$ cat config.mk
export PLATFORM = sky130hd
export DESIGN_NAME = shift_sequencer
export DESIGN_NICKNAME = d
export VERILOG_FILES = /design/src/rtl/shift_sequencer.sv
export SDC_FILE = /design/constraint.sdc
export NUM_CORES = 1
export LEC_CHECK = 0
export BUFFER_PORTS_ARGS = -buffer_cell sky130_fd_sc_hd__clkbuf_2
export CELL_PAD_IN_SITES_DETAIL_PLACEMENT = 0
export CELL_PAD_IN_SITES_GLOBAL_PLACEMENT = 2
export CORE_ASPECT_RATIO = 1.75
export CORE_UTILIZATION = 30
export CTS_CLUSTER_DIAMETER = 50
export DETAILED_ROUTE_END_ITERATION = 10
export GPL_TIMING_DRIVEN = 0
export MAX_ROUTING_LAYER = met4
export PLACE_DENSITY_LB_ADDON = 0.05
export SETUP_SLACK_MARGIN = 0.3
export SLEW_MARGIN = 40
export SYNTH_ARGS = -nofsm -noshare
export SYNTH_HDL_FRONTEND = slang
export SYNTH_SLANG_ARGS = --single-unit
$ cat constraint.sdc
create_clock -name CLK -period 2.6 [get_ports CLK]
set_clock_uncertainty 0.2 [all_clocks]
set_input_delay 0.52 -clock CLK [delete_from_list [all_inputs] [get_ports CLK]]
set_output_delay 0.52 -clock CLK [all_outputs]
set_load 0.01 [all_outputs]
$ cat src/rtl/shift_sequencer.sv
// Command sequencer for a shifting PE array: issues row shifts, column shifts and a multiply
// (or a single clear), handshaking each command with the responders' ready lines and ack.
module shift_sequencer #(
  parameter int unsigned NUM_RESP = 4,
  parameter int unsigned SHIFT_W  = 6,
  parameter int unsigned TIMEOUT  = 255,
  parameter logic [2:0]  IDLE_CMD = 3'b000
) (
  input  logic                       CLK,
  input  logic                       reset,
  input  logic                       start,
  input  logic                       clear,
  input  logic signed [SHIFT_W-1:0]  shift_x,
  input  logic signed [SHIFT_W-1:0]  shift_y,
  input  logic                       img_sel,
  input  logic [NUM_RESP-1:0]        ready,
  output logic [2:0]                 command_to_execute,
  output logic                       image_to_shift,
  output logic                       ack,
  output logic                       busy,
  output logic                       done,
  output logic                       err
);

  localparam logic [2:0] CmdMul   = 3'b000;
  localparam logic [2:0] CmdUp    = 3'b001;
  localparam logic [2:0] CmdDown  = 3'b010;
  localparam logic [2:0] CmdLeft  = 3'b011;
  localparam logic [2:0] CmdRight = 3'b100;
  localparam logic [2:0] CmdClear = 3'b111;
  localparam logic [15:0] TimeoutW = 16'(TIMEOUT);

  typedef enum logic [2:0] {StIdle, StIssue, StWait, StAck, StNext, StDone, StErr} state_e;

  state_e             state_q, state_d;
  logic [SHIFT_W-1:0] row_cnt_q, row_cnt_d;
  logic [SHIFT_W-1:0] col_cnt_q, col_cnt_d;
  logic               row_neg_q, row_neg_d;
  logic               col_neg_q, col_neg_d;
  logic               clr_q, clr_d;
  logic               last_q, last_d;
  logic               img_q, img_d;
  logic               err_q, err_d;
  logic [15:0]        wait_cnt_q, wait_cnt_d;
  logic [2:0]         cur_cmd;

  // Magnitude stays in SHIFT_W bits so the most negative offset maps to 2^(SHIFT_W-1).
  function automatic logic [SHIFT_W-1:0] mag(input logic [SHIFT_W-1:0] v);
    return v[SHIFT_W-1] ? ('0 - v) : v;
  endfunction

  always_comb begin
    cur_cmd = CmdMul;
    if (clr_q) begin
      cur_cmd = CmdClear;
    end else if (row_cnt_q != '0) begin
      cur_cmd = row_neg_q ? CmdUp : CmdDown;
    end else if (col_cnt_q != '0) begin
      cur_cmd = col_neg_q ? CmdLeft : CmdRight;
    end
  end

  always_comb begin
    state_d            = state_q;
    row_cnt_d          = row_cnt_q;
    col_cnt_d          = col_cnt_q;
    row_neg_d          = row_neg_q;
    col_neg_d          = col_neg_q;
    clr_d              = clr_q;
    last_d             = last_q;
    img_d              = img_q;
    err_d              = err_q;
    wait_cnt_d         = wait_cnt_q;
    command_to_execute = IDLE_CMD;
    ack                = 1'b0;
    done               = 1'b0;
    busy               = 1'b1;

    unique case (state_q)
      StIdle: begin
        busy = 1'b0;
        if (start || clear) begin
          row_cnt_d = start ? mag(shift_y) : '0;
          col_cnt_d = start ? mag(shift_x) : '0;
          row_neg_d = shift_y[SHIFT_W-1];
          col_neg_d = shift_x[SHIFT_W-1];
          clr_d     = !start;
          last_d    = 1'b0;
          img_d     = img_sel;
          state_d   = StIssue;
        end
      end
      StIssue: begin
        command_to_execute = cur_cmd;
        wait_cnt_d         = '0;
        state_d            = StWait;
        // The clear or the multiply is always the final command of a program.
        if (clr_q || (row_cnt_q == '0 && col_cnt_q == '0)) begin
          last_d = 1'b1;
        end else if (row_cnt_q != '0) begin
          row_cnt_d = row_cnt_q - 1'b1;
        end else begin
          col_cnt_d = col_cnt_q - 1'b1;
        end
      end
      StWait: begin
        wait_cnt_d = wait_cnt_q + 16'd1;
        if (&ready) begin
          state_d = StAck;
        end else if (wait_cnt_d == TimeoutW) begin
          state_d = StErr;
          err_d   = 1'b1;
        end
      end
      StAck: begin
        ack     = 1'b1;
        state_d = StNext;
      end
      StNext: begin
        state_d = last_q ? StDone : StIssue;
      end
      StDone: begin
        done    = 1'b1;
        state_d = StIdle;
      end
      StErr: begin
        state_d = StErr;
      end
      default: begin
        state_d = StIdle;
      end
    endcase
  end

  always_ff @(posedge CLK) begin
    if (reset) begin
      state_q    <= StIdle;
      row_cnt_q  <= '0;
      col_cnt_q  <= '0;
      row_neg_q  <= 1'b0;
      col_neg_q  <= 1'b0;
      clr_q      <= 1'b0;
      last_q     <= 1'b0;
      img_q      <= 1'b0;
      err_q      <= 1'b0;
      wait_cnt_q <= '0;
    end else begin
      state_q    <= state_d;
      row_cnt_q  <= row_cnt_d;
      col_cnt_q  <= col_cnt_d;
      row_neg_q  <= row_neg_d;
      col_neg_q  <= col_neg_d;
      clr_q      <= clr_d;
      last_q     <= last_d;
      img_q      <= img_d;
      err_q      <= err_d;
      wait_cnt_q <= wait_cnt_d;
    end
  end

  assign image_to_shift = img_q;
  assign err            = err_q;

endmodule

Word-level counts from Yosys, hierarchy flattened
Cells that the tools add are included.

Bitwise logic cells: 1. Add/sub/neg operators: 5. Reductions and logical operators: 18. Equal/unequal tests: 13. Mux-type cells: 30.

Operators by type and width (count): $mux W6 (10); $pmux W16 S2 (1); $mux W3 (9); $pmux W6 S2 (2); $pmux W3 S6 (1); $add A16 B1 Y16 const B (1); $eq A16 B8 Y1 const B (1); $logic_not A6 Y1 (2); $reduce_and A4 Y1 (3); $reduce_bool A6 Y1 (2); $sub A1 B6 Y6 const A (2); $sub A6 B1 Y6 const B (2); $ne A2 B2 Y1 const B (5); $eq A3 B3 Y1 const B (3); $eq A3 B2 Y1 const B (2); $reduce_and A3 Y1 (2); $mux W1 (5); $reduce_and A2 Y1 (2); $reduce_bool A2 Y1 (2); $eq A3 B1 Y1 const B (1); $logic_not A3 Y1 (1); $ne A3 B3 Y1 const B (1); $logic_or A1 B1 Y1 (2); $mux W2 (1); 4 further kinds (4).

Flip-flop bits (word level): 37.

Depth between registers and ports, before layout
Gate-level depths: netlist of the first run.

Word-level depth: 5. Depth in mapped cells: 9. Gate-level depth less buffers: 8.

Worst setup path after synthesis of the first run
Ideal clock, no wire load.

Path kind: reg-to-output. Start: register col_cnt_q[0]. End: output port command_to_execute[0]. Cell stages (with the launch flop): 8. Setup slack: 354 ps. Data arrival time: 1526 ps. Buffers on the path: 0. Required time: 1880 ps. Path through: dfxtp_1 > inv_1 > ha_1 > or3b_1 > nor3_2 > nor2_1 > a21oi_1 > a21oi_1.

Longest elaborated chain between the ends: 5.

Ends and longest elaborated chain: start: declaration (line 37) `logic [SHIFT_W-1:0] col_cnt_q, col_cnt_d;`; start signal: assignment (line 150) `col_cnt_q <= col_cnt_d;`; $reduce_bool A6 Y1 (line 58) `end else if (col_cnt_q != '0) begin`; $mux W3 (line 58); $mux W3 (line 56) `end else if (row_cnt_q != '0) begin`; $mux W3 (line 54) `if (clr_q) begin`; $mux W3 (line 79) `unique case (state_q)`; end: declaration (line 17) `output logic [2:0] command_to_execute,`.

Every way passes these cells.

Final worst setup path of the first run
Start: register col_cnt_q[1]. End: output port command_to_execute[0].

The elaborated chain is that of the path after synthesis.

==> metrics.md, run 1 <==
| Metric | Value |
|---|---|
| Clock slew at the register clock pins of the worst setup and hold paths | around 0.06 ns |
| Die Y | ~120 um |
| Reg-to-Reg End | col_cnt_q[1] |
| Hold depth | 3 |
| Post-synthesis mux area share | 1.23% |
| Setup TNS Final | 0 ns |
| Final worst-path cycle share | 98.1% |
| Sw Pwr | 746 uW |
| Post-synthesis simple-gate area fraction | 28.4% |
| Post-DRT Antenna Nets | 0 |
| Fill count | 872 |
| Worst path max stage delay | 0.39 ns |
| Tmin final | 2.55 ns |
| Final setup fails | 0 |
| Largest net degree at the start of global routing | 11 |
| Synth cell types | between 50 and 60 |
| Crit path launch type | register |
| Area after DPL | 0.00269 sq mm |
| # clock sinks | 37 |
| Syn Nets | 354 |
| RSZ-0062 raised after global routing | yes |
| Sequential power share | 32.9% |
| DRT Pass-1 Iters | 4 |
| Critical path class | reg2out |
| Share of post-route cells with drive strength above 1 | between 20% and 30% |
| DIE AREA | 0.00853 sq mm |
| Maximum vdd drop | 257 uV |
| Adder and majority gate portion of the synthesized area | about 3.6% |
| Placed Cells | 443 |
| CP startpoint | col_cnt_q[1] |
| Most used cell, CP | a21oi_2 |
| Internal | 1350 uW |
| Pwr per Cell Area | 694 mW/mm^2 |
| Initial Util | a little under a third |
| Clock Path Buffers | 2 |
| 1st-iter DRT viols | 85 |
| Hold_buf cts | 0 |
| Logic gate share of total power | a little under two fifths |
| Cell with the most instances after synthesis | nor2_1 |
| Req. time, crit path | 1.88 ns |
| Cell Area, Synth | roughly 0.0024 sq mm |
| RePlAce Congestion | ~0.8 |
| Worst hold endpoint | image_to_shift |
| Count of nets after finishing | 397 |
| Worst hold start | img_sel |
| Total gr overflow | 0 |
| Most frequent cells after synthesis | nor2_1 (52), dfxtp_1 (37), a21oi_1 (31) |
| CTS tree | yes |
| Clock power frac | 29.4% |
| Register area share after synthesis | 30.3% |
| Area occupied by multi-input gates | roughly 0.0017 sq mm |
| Reg2Reg Depth | 10 |
| Fin. Hold Viols | 0 |
| Clk root buf | clkbuf_16 |
| Largest cells by area after synthesis | dfxtp_1 (30%), nor2_1 (8.0%), a21oi_1 (6.3%) |
| Hold WC Path Type | in2reg |
| Via-to-Cell Ratio | roughly 5.4 |
| Antenna violations before repair | 0 |
| CP max FO | 2 |
| Area Growth Syn to Fin | 23.5% |
| HPWL Detailed | 5.91 mm |
| CP Capture Type | primary output |
| Largest family of logic cells by synthesized area | simple AND/OR/NAND/NOR gates |
| Die Span X | around 70 um |
| Switching Share | between 30 and 40% |
| Core area | ~0.0079 sq mm |
| Share of the synthesized area in the top cell type | 30.3% |
| FF+latch count, synth | 37 |
| Number of global-route vias before repair | approximately 2400 |
| DRC viols | 0 |
| Max-cap viol count | 0 |
| WL per Instance | 17.0 um |
| Lkg Pwr | about 0.0012 uW |
| CP max stage cell | or3b_4 |
| Buffers on Ports | 27 |
| Worst-margin pin slew | 0.689 ns |
| Number of I/O pins | 29 |
| First-pass GRT wire length | 12.5 mm |
| Final instance area | between 0.003 and 0.004 sq mm |
| Leading area contributor after synthesis | dfxtp_1 |
| Yosys warns | 0 |
| Slew Limit Fails | 0 |
| Total GRT Usage | 19.8% |
| Status | finished clean |
| Total number of vias | 2461 |
| Post-route insts no fill | 459 |
| Inserted Clock Buffers | 5 |
| Crit path buffers/inverters | 2 |
| Top FF cell, synth | dfxtp_1 |
| Row cnt | 43 |
| Synth Area in XOR/XNOR | 4.66% |
| Number of synthesized flops with an enable pin | 0 |
| Worst path top cell family by delay | simple AND/OR/NAND/NOR gates |
| Worst slew margin | 54.1% |
| Syn Inst Count | 326 |
| Seq. cell area | 746 sq um |
| CP cell instances | inv_2 > ha_4 > or3b_4 > nor3_4 > nor2_2 > a21oi_2 > a21oi_2 > buf_2 |
| Post-synth ARST share | 0% |
| Fmax | around 390 MHz |
| WP data arrival | ~1.8 ns |
| Worst R2R Start | row_cnt_q[0] |
| H-tree levels | 2 |
| Skew-Pair Late Insertion Delay | 0.28 ns |
| FF-to-FF setup slack | about 0.42 ns |
| ANT cells | 0 |
| WL final | roughly 8 mm |
| Compound-cell area share of the yosys netlist | about a quarter |
| Syn_area_per_cell | 7.50 sq um |
[cells in the final DEF, fill, tap and decap left out, types with 3 or more instances in the layout]
cell,instances
a31oi_1,7
a21oi_1,28
buf_6,4
xor2_1,4
nor4_1,5
a21oi_2,4
clkbuf_16,5
clkbuf_1,10
buf_4,8
dfxtp_2,4
inv_1,12
buf_2,4
nand2b_1,8
mux2i_1,3
a211oi_1,4
nor3_2,3
nand2_1,30
nand4_1,7
nor2b_1,3
nand3_1,11
ha_1,5
clkbuf_2,27
xnor2_1,9
nor2_1,50
dfxtp_1,33
a22oi_1,6
o21ai_0,19
a311oi_1,3
nor3_1,5
[power by group through the flow]
stage / combinational, uW / sequential (uW) / clock (uW)
3_3_place_gp: 661 / 693 / 0
4_1_cts: 762 / 685 / 638
6_report: 790 / 689 / 616
5_1_grt: 880 / 698 / 657
3_5_place_dp: 663 / 693 / 0
2_1_floorplan: 491 / 677 / 0
[worst max path at each step]
stage / depth (start not counted) / end / slack (ns)
after floorplan: 7 / command_to_execute[0] / 0.35
after global placement: 8 / command_to_execute[0] / 0.04
after detailed placement: 8 / command_to_execute[0] / 0.03
after CTS: 8 / command_to_execute[0] / -0.02
after global routing: 8 / command_to_execute[0] / -0.04
final: 8 / command_to_execute[0] / 0.05
[stage by stage]
step           utilization, %  hold WS [ns]  setup WS [ns]  power, uW
2_1_floorplan               -         0.232          0.354       1170
3_3_place_gp             34.0         0.254         0.0411       1350
3_5_place_dp             34.0         0.257         0.0266       1360
4_1_cts                  37.6         0.256        -0.0205       2090
5_1_grt                  38.2         0.283        -0.0372       2230
6_report                 38.2         0.261         0.0486       2100
[area by class of cell]
class | count | share of cell area (%)
flip-flops and latches | 37 | 24.7
well taps | 90 | 3.73
clock buffers | 7 | 4.72
repair buffers | 36 | 6.84
plain buffers | 17 | 3.36
inverters | 14 | 1.74
multi-input cells | 258 | 54.9
[what timing repair did]
item,in CTS,in global routing
pin swaps,6,6
setup buffers,7,2
resized for setup,21,10
endpoints found under the setup margin,6,13
[sequential cells by signal (all words and copies together), names as in the netlist]
| name | flops |
|---|---|
| wait_cnt_q | 16 |
| clr_q | 1 |
| last_q | 1 |
| row_neg_q | 1 |
| col_cnt_q | 6 |
| col_neg_q | 1 |
| image_to_shift | 1 |
| row_cnt_q | 6 |
| err | 1 |
| state_q | 3 |
[worst min-delay path, stage by stage]
cell	delay (ns)
clkbuf_2	0.08
nand2_1	0.05
a21oi_1	0.05
[cell families (layout without fill, tap and decap cells)]
kind of cell	Yosys count	after routing
buffers and inverters	31	74
AO/OA/AOI/OAI	94	94
adder cells (fa/ha/maj)	7	7
XOR/XNOR	13	13
flip-flops	37	37
AND/OR/NAND/NOR	141	141
multiplexers	3	3
[metal layers]
metal	share of wire [%]	wire [um]	vias up	track usage, %
met5	0	0	-	-
met4	2.8	217	0	8.88
met3	1.5	119	14	2.08
met2	59	4640	33	39.2
met1	36	2830	1161	18.4
li1	-	-	1253	-
Note: power is estimated with default switching activity, not from simulation.
==> run 2, diff against run 1 <==
--- a/config.mk
+++ b/config.mk
@@ -6,6 +6,7 @@
 export NUM_CORES = 1
 export LEC_CHECK = 0
 export BUFFER_PORTS_ARGS = -buffer_cell sky130_fd_sc_hd__clkbuf_2
+export CAP_MARGIN = 20
 export CELL_PAD_IN_SITES_DETAIL_PLACEMENT = 0
 export CELL_PAD_IN_SITES_GLOBAL_PLACEMENT = 2
 export CORE_ASPECT_RATIO = 1.75
==> constraint.sdc (replaced) <==
create_clock -name CLK -period 2.25 [get_ports CLK]
set_clock_uncertainty 0.2 [all_clocks]
set_input_delay 0.45 -clock CLK [delete_from_list [all_inputs] [get_ports CLK]]
set_output_delay 0.45 -clock CLK [all_outputs]
set_load 0.01 [all_outputs]
==> run 2 against run 1 <==
Compared with the run above:
- the flow now finishes with violations (setup timing)
- via count increased by 8.2%
- utilization increased by 8.9 points
- setup slack got worse by 0.28 ns
==> metrics.md, run 2 (synthesis results as in run 1) <==
| Metric | Value |
|---|---|
| Worst slew margin | 52.7% (-1.4 points) |
| DRC viols | 0 (unchanged) |
| Antenna violations before repair | 0 (unchanged) |
| Met1 track demand over resource | 20.1% (+1.7 points) |
| Global route hottest layer | met2 |
| DIE AREA | 0.00853 sq mm (unchanged) |
| Area occupied by multi-input gates | 0.00194 sq mm (+17%) |
| Area Growth Syn to Fin | 52.1% |
| Inserted Clock Buffers | 5 (unchanged) |
| ANT cells | 0 (unchanged) |
| Setup ws final | -0.233 ns (-0.281 ns) |
| Row cnt | 43 (unchanged) |
| Clock slew at the register clock pins of the worst setup and hold paths | 0.06 ns (about the same) |
| Fmax | 403 MHz |
| RSZ-0062 raised after global routing | yes |
| Skew-Pair Late Insertion Delay | 0.28 ns (about the same) |
| # clock sinks | 37 (unchanged) |
| Worst-margin pin slew | 0.709 ns (+0.0207 ns) |
| Met2 usage | 41.2% (+2.0 points) |
| 1st-iter DRT viols | 116 (+36%) |
| CTS tree | yes |
| WL per Instance | 17.2 um (+1.3%) |
| Fin util | 47.0% (+8.9 points) |
| Commonest non-fill, non-tap cells in the layout | nor2_1 (43), buf_4 (38), nand2_1 (29) |
| Die Y | 121 um (unchanged) |
| Final setup fails | 3 (+3) |
| Status | complete, but fails checks |
| Top reg by flops | wait_cnt_q |
| Final instance area | 0.00372 sq mm (+23%) |
| Total gr overflow | 0 (unchanged) |
| Area after DPL | 0.00274 sq mm (+1.6%) |
| Tmin final | about 2.5 ns |
| HPWL Detailed | 5.86 mm (-0.72%) |
| Fin. Hold Viols | 0 (unchanged) |
| Buffers on Ports | 27 (unchanged) |
| Violated checks | setup timing |
| RePlAce Congestion | 0.801 (+2.3%) |
| Setup TNS Final | -0.679 ns (-0.679 ns) |
| Req. time, crit path | 1.60 ns (-0.28 ns) |
| Number of I/O pins | 29 (unchanged) |
| Met3 usage | 2.82% (+0.75 points) |
| WP data arrival | 1.83 ns (about the same) |
| Lkg Pwr | 0.00149 uW (+29%) |
| CP Capture Type | primary output |
| H-tree levels | 2 (unchanged) |
| Hold_buf cts | 0 (unchanged) |
| Largest registers | wait_cnt_q (16), col_cnt_q (6), row_cnt_q (6) |
| Reg2Reg Depth | 10 (unchanged) |
| Largest net degree at the start of global routing | 11 (unchanged) |
| Crit path launch type | register |
| Commonest non-fill, non-tap cell in the layout | nor2_1 |
| Hold WC Path Type | in2reg |
| Total GRT Usage | 21.0% (+1.2 points) |
| Final worst-path cycle share | 110% |
| Total number of vias | 2663 (+8.2%) |
| WL final | 8.58 mm (+10%) |
| Hold depth | 3 (unchanged) |
| Initial Util | 30.9% (unchanged) |
| Slew Limit Fails | 0 (unchanged) |
| Seq. cell area | 772 sq um (+3.5%) |
| First-pass GRT wire length | 13.3 mm (+6.1%) |
| Clk root buf | clkbuf_16 |
| Die Span X | 70.2 um (unchanged) |
| Share of post-route cells with drive strength above 1 | 42.4% (+19 points) |
| Max-cap viol count | 0 (unchanged) |
| Core area | 0.00791 sq mm (unchanged) |
| CP max FO | 3 (+1) |
| Fill count | 796 (-8.7%) |
| Clock Path Buffers | 2 (unchanged) |
| Critical path class | reg2out |
| Count of nets after finishing | 436 (+9.8%) |
| Max reg flops | 16 (unchanged) |
| Pwr Total | 2820 uW (+34%) |
| Via-to-Cell Ratio | 5.35 (-0.27%) |
| Pwr per Cell Area | 757 mW/mm^2 (+9.1%) |
| Maximum vdd drop | 422 uV (+64%) |
| Post-DRT Antenna Nets | 0 (unchanged) |
| DRT Pass-1 Iters | 4 (unchanged) |
| Number of global-route vias before repair | 2563 (+5.3%) |
run 2: cell count changes in the layout (fill, tap and decap cells not counted), sizes merged:
cell	previous run	this run
buf	16	55
clkbuf	44	43
nand3	13	14
run 2: what timing repair did:
action,in CTS,in global routing
pin swaps,19,26
setup endpoints to repair,33,30
setup buffers,31,15
resized for setup,60,56
cloned,1,1
run 2: final cells by class:
type | instances | area share [%]
buffer | 17 | 3.63
clock buffer | 7 | 3.83
timing repair buffer | 74 | 15.2
inverter | 14 | 1.41
sequential | 37 | 20.8
tap | 90 | 3.03
multi-input combinational | 259 | 52.1
run 2: per-stage QoR:
step / worst slack, ns / hold slack [ns] / instances
after global routing: -0.310 / 0.222 / 498
after floorplan: 0.128 / 0.232 / 326
after CTS: -0.241 / 0.187 / 482
final: -0.233 / 0.189 / 498
after detailed placement: -0.118 / 0.254 / 443
after global placement: -0.151 / 0.248 / 443
run 2: metal layers:
layer | share of wire [%] | vias to the layer above
li1 | - | 1329
met1 | 37 | 1281
met2 | 59 | 40
met3 | 2.0 | 13
met4 | 2.1 | 0
met5 | 0 | -
run 2: final timing paths:
kind / from / to / slack, ns
worst min register to register: image_to_shift / image_to_shift / 0.26
worst min-delay path: img_sel / image_to_shift / 0.19
worst max-delay path: col_cnt_q[0] / command_to_execute[2] / -0.23
worst max register to register: col_cnt_q[0] / col_cnt_q[4] / 0.03
run 2: power by group:
part           switching [uW]  total [uW]  leakage (uW)  internal [uW]
clock                     279         715     0.0000700            436
sequential               77.7         799      0.000310            722
combinational             654        1300       0.00111            648
total                    1010        2820       0.00149           1810
run 2: critical path, cell delays in order, from the launching register on:
cell,delay (ns)
dfxtp_2,0.32
inv_2,0.07
ha_4,0.12
or3b_4,0.39
nor3_4,0.18
buf_6,0.13
nor3_2,0.03
nor2_1,0.13
nor2_2,0.04
buf_2,0.13
==> run 3, diff against run 2 <==
==> constraint.sdc (replaced) <==
create_clock -name CLK -period 2.25 [get_ports CLK]
set_clock_uncertainty 0.2 [all_clocks]
set_input_delay 0 -clock CLK [delete_from_list [all_inputs] [get_ports CLK]]
set_output_delay 0 -clock CLK [all_outputs]
set_load 0.01 [all_outputs]
==> run 3 against run 2 <==
Compared with the run above:
- the run now ends clean
- worst hold slack lost 0.18 ns
- total power shrank 3.2%
- sequential power grew 0.9%
- combinational power shrank 8%
- design area shrank 3.5%
- flip-flop and latch count is the same
- largest power group unchanged
==> metrics.md, run 3 (synthesis results as in run 1) <==
| Metric | Value |
|---|---|
| WP data arrival | 2.13 ns (+0.30 ns) |
| Pwr Total | 2730 uW (-3.2%) |
| Clk root buf | clkbuf_16 |
| Die Y | 121 um (unchanged) |
| RePlAce Congestion | 0.779 (-2.8%) |
| Hold WC Path Type | in2reg |
| CP Capture Type | register |
| DRT Pass-1 Iters | 6 (+2) |
| Slew Limit Fails | 0 (unchanged) |
| Inserted Clock Buffers | 5 (unchanged) |
| Pwr per Cell Area | 759 mW/mm^2 (+0.28%) |
| Via-to-Cell Ratio | 5.33 (-0.41%) |
| Critical path class | reg2reg |
| Status | finished clean |
| Setup TNS Final | 0 ns (+0.679 ns) |
| Post-route insts no fill | 498 (unchanged) |
| WL final | 8.22 mm (-4.2%) |
| Worst-margin pin slew | 0.709 ns (-0.000112 ns) |
| WL per Instance | 16.5 um (-4.2%) |
| Final worst-path cycle share | 94.7% (-16 points) |
| Max-cap viol count | 0 (unchanged) |
| Commonest non-fill, non-tap cells in the layout | nor2_1 (43), buf_4 (29), nand2_1 (27) |
| Antenna violations before repair | 0 (unchanged) |
| Max reg flops | 16 (unchanged) |
| Initial Util | 30.9% (unchanged) |
| Tmin final | 2.13 ns (-0.352 ns) |
| DIE AREA | 0.00853 sq mm (unchanged) |
| Fin. Hold Viols | 0 (unchanged) |
| Clock Path Buffers | 2 (unchanged) |
| Total gr overflow | 0 (unchanged) |
| FF-to-FF setup slack | 0.12 ns (+0.09 ns) |
| Skew-Pair Late Insertion Delay | 0.28 ns (about the same) |
| Post-DRT Antenna Nets | 0 (unchanged) |
| Final setup fails | 0 (-3) |
| Area Growth Syn to Fin | 46.8% |
| Final instance area | 0.00359 sq mm (-3.5%) |
| First-pass GRT wire length | 13.3 mm (+0.32%) |
| HPWL Detailed | 5.79 mm (-1.3%) |
| Largest registers | wait_cnt_q (16), col_cnt_q (6), row_cnt_q (6) |
| Clock slew at the register clock pins of the worst setup and hold paths | 0.06 ns (about the same) |
| Share of post-route cells with drive strength above 1 | 36.8% (-5.6 points) |
| DRC viols | 0 (unchanged) |
| Count of nets after finishing | 436 (unchanged) |
| Total number of vias | 2652 (-0.41%) |
| Number of global-route vias before repair | 2595 (+1.2%) |
| Number of I/O pins | 29 (unchanged) |
| Top reg by flops | wait_cnt_q |
| Crit path launch type | register |
| CP max FO | 5 (+2) |
| Req. time, crit path | 2.25 ns (+0.65 ns) |
| Fmax | 469 MHz (+16%) |
| Worst slew margin | 52.7% (about the same) |
| 1st-iter DRT viols | 104 (-10%) |
| CTS tree | yes |
| Area after DPL | 0.00270 sq mm (-1.3%) |
| Lkg Pwr | 0.00141 uW (-5.0%) |
| RSZ-0062 raised after global routing | yes |
| Commonest non-fill, non-tap cell in the layout | nor2_1 |
| Maximum vdd drop | 299 uV (-29%) |
| # clock sinks | 37 (unchanged) |
| Core area | 0.00791 sq mm (unchanged) |
| Buffers on Ports | 27 (unchanged) |
| Die Span X | 70.2 um (unchanged) |
| Hold Worst Slack | 0.00572 ns (-0.184 ns) |
| ANT cells | 0 (unchanged) |
| Row cnt | 43 (unchanged) |
| Fill count | 816 (+2.5%) |
| Placed Cells | 443 (unchanged) |
| H-tree levels | 2 (unchanged) |
| Total GRT Usage | 20.9% (-0.096 points) |
| Largest net degree at the start of global routing | 11 (unchanged) |
==> run 3: changes by cell type in the layout (fill, tap and decap cells not counted), moves of 5 or more <==
| cell | change |
|---|---|
| o21ai_1 | +5 |
| dlygate4sd3_1 | +11 |
| buf_4 | -9 |
| a21oi_1 | +5 |
==> run 3: repair_timing <==
item | CTS | global route
pin swaps | 14 | 36
cloned | 2 | 0
hold buffers | 11 | 0
endpoints found under the setup margin | 34 | 34
endpoints found under the hold margin | 10 | 0
buffers inserted | 18 | 17
resized for setup | 52 | 52
==> run 3: cell type report <==
type	instances	area (sq um)	share of cell area [%]
sequential	37	763	21.3
buffer	17	120	3.35
clock buffer	7	143	3.97
timing repair buffer	75	578	16.1
inverter	14	52.6	1.46
tap	90	113	3.14
multi-input combinational	258	1820	50.7
==> run 3: routing by layer <==
layer / track usage [%] / vias up / part of all wire (%)
li1: - / 1334 / -
met1: 20.2 / 1284 / 37
met2: 40.1 / 23 / 59
met3: 2.91 / 11 / 1.7
met4: 9.50 / 0 / 2.1
met5: - / - / 0
==> run 3: worst paths after layout <==
path / start / end / cells after the start
max: col_cnt_q[0] / col_cnt_q[2] / 9
max reg2reg: col_cnt_q[0] / col_cnt_q[2] / 9
min: shift_x[3] / col_cnt_q[5] / 4
min reg2reg: image_to_shift / image_to_shift / 2
==> run 3: through the flow <==
| stage | setup WS [ns] | utilization, % |
|---|---|---|
| after detailed placement | -0.101 | 34.2 |
| final | 0.119 | 45.4 |
| after CTS | 0.0632 | 42.0 |
| after global placement | -0.0604 | 34.2 |
| after global routing | 0.0224 | 45.4 |
| after floorplan | 0.291 | - |
==> run 3: where the power goes <==
group | leakage (uW) | internal, uW | switching [uW]
combinational | 0.00104 | 598 | 607
sequential | 0.000308 | 724 | 82.0
clock | 0.0000700 | 436 | 280
total | 0.00141 | 1760 | 969
==> run 3: critical path, cell delays in order, from the launching register on <==
cell and delay [ns]:
dfxtp_2 0.32, inv_2 0.07, ha_4 0.13, or3b_4 0.39
nor3_4 0.17, buf_6 0.14, o41ai_4 0.08, buf_4 0.22
buf_6 0.11, a221oi_2 0.21
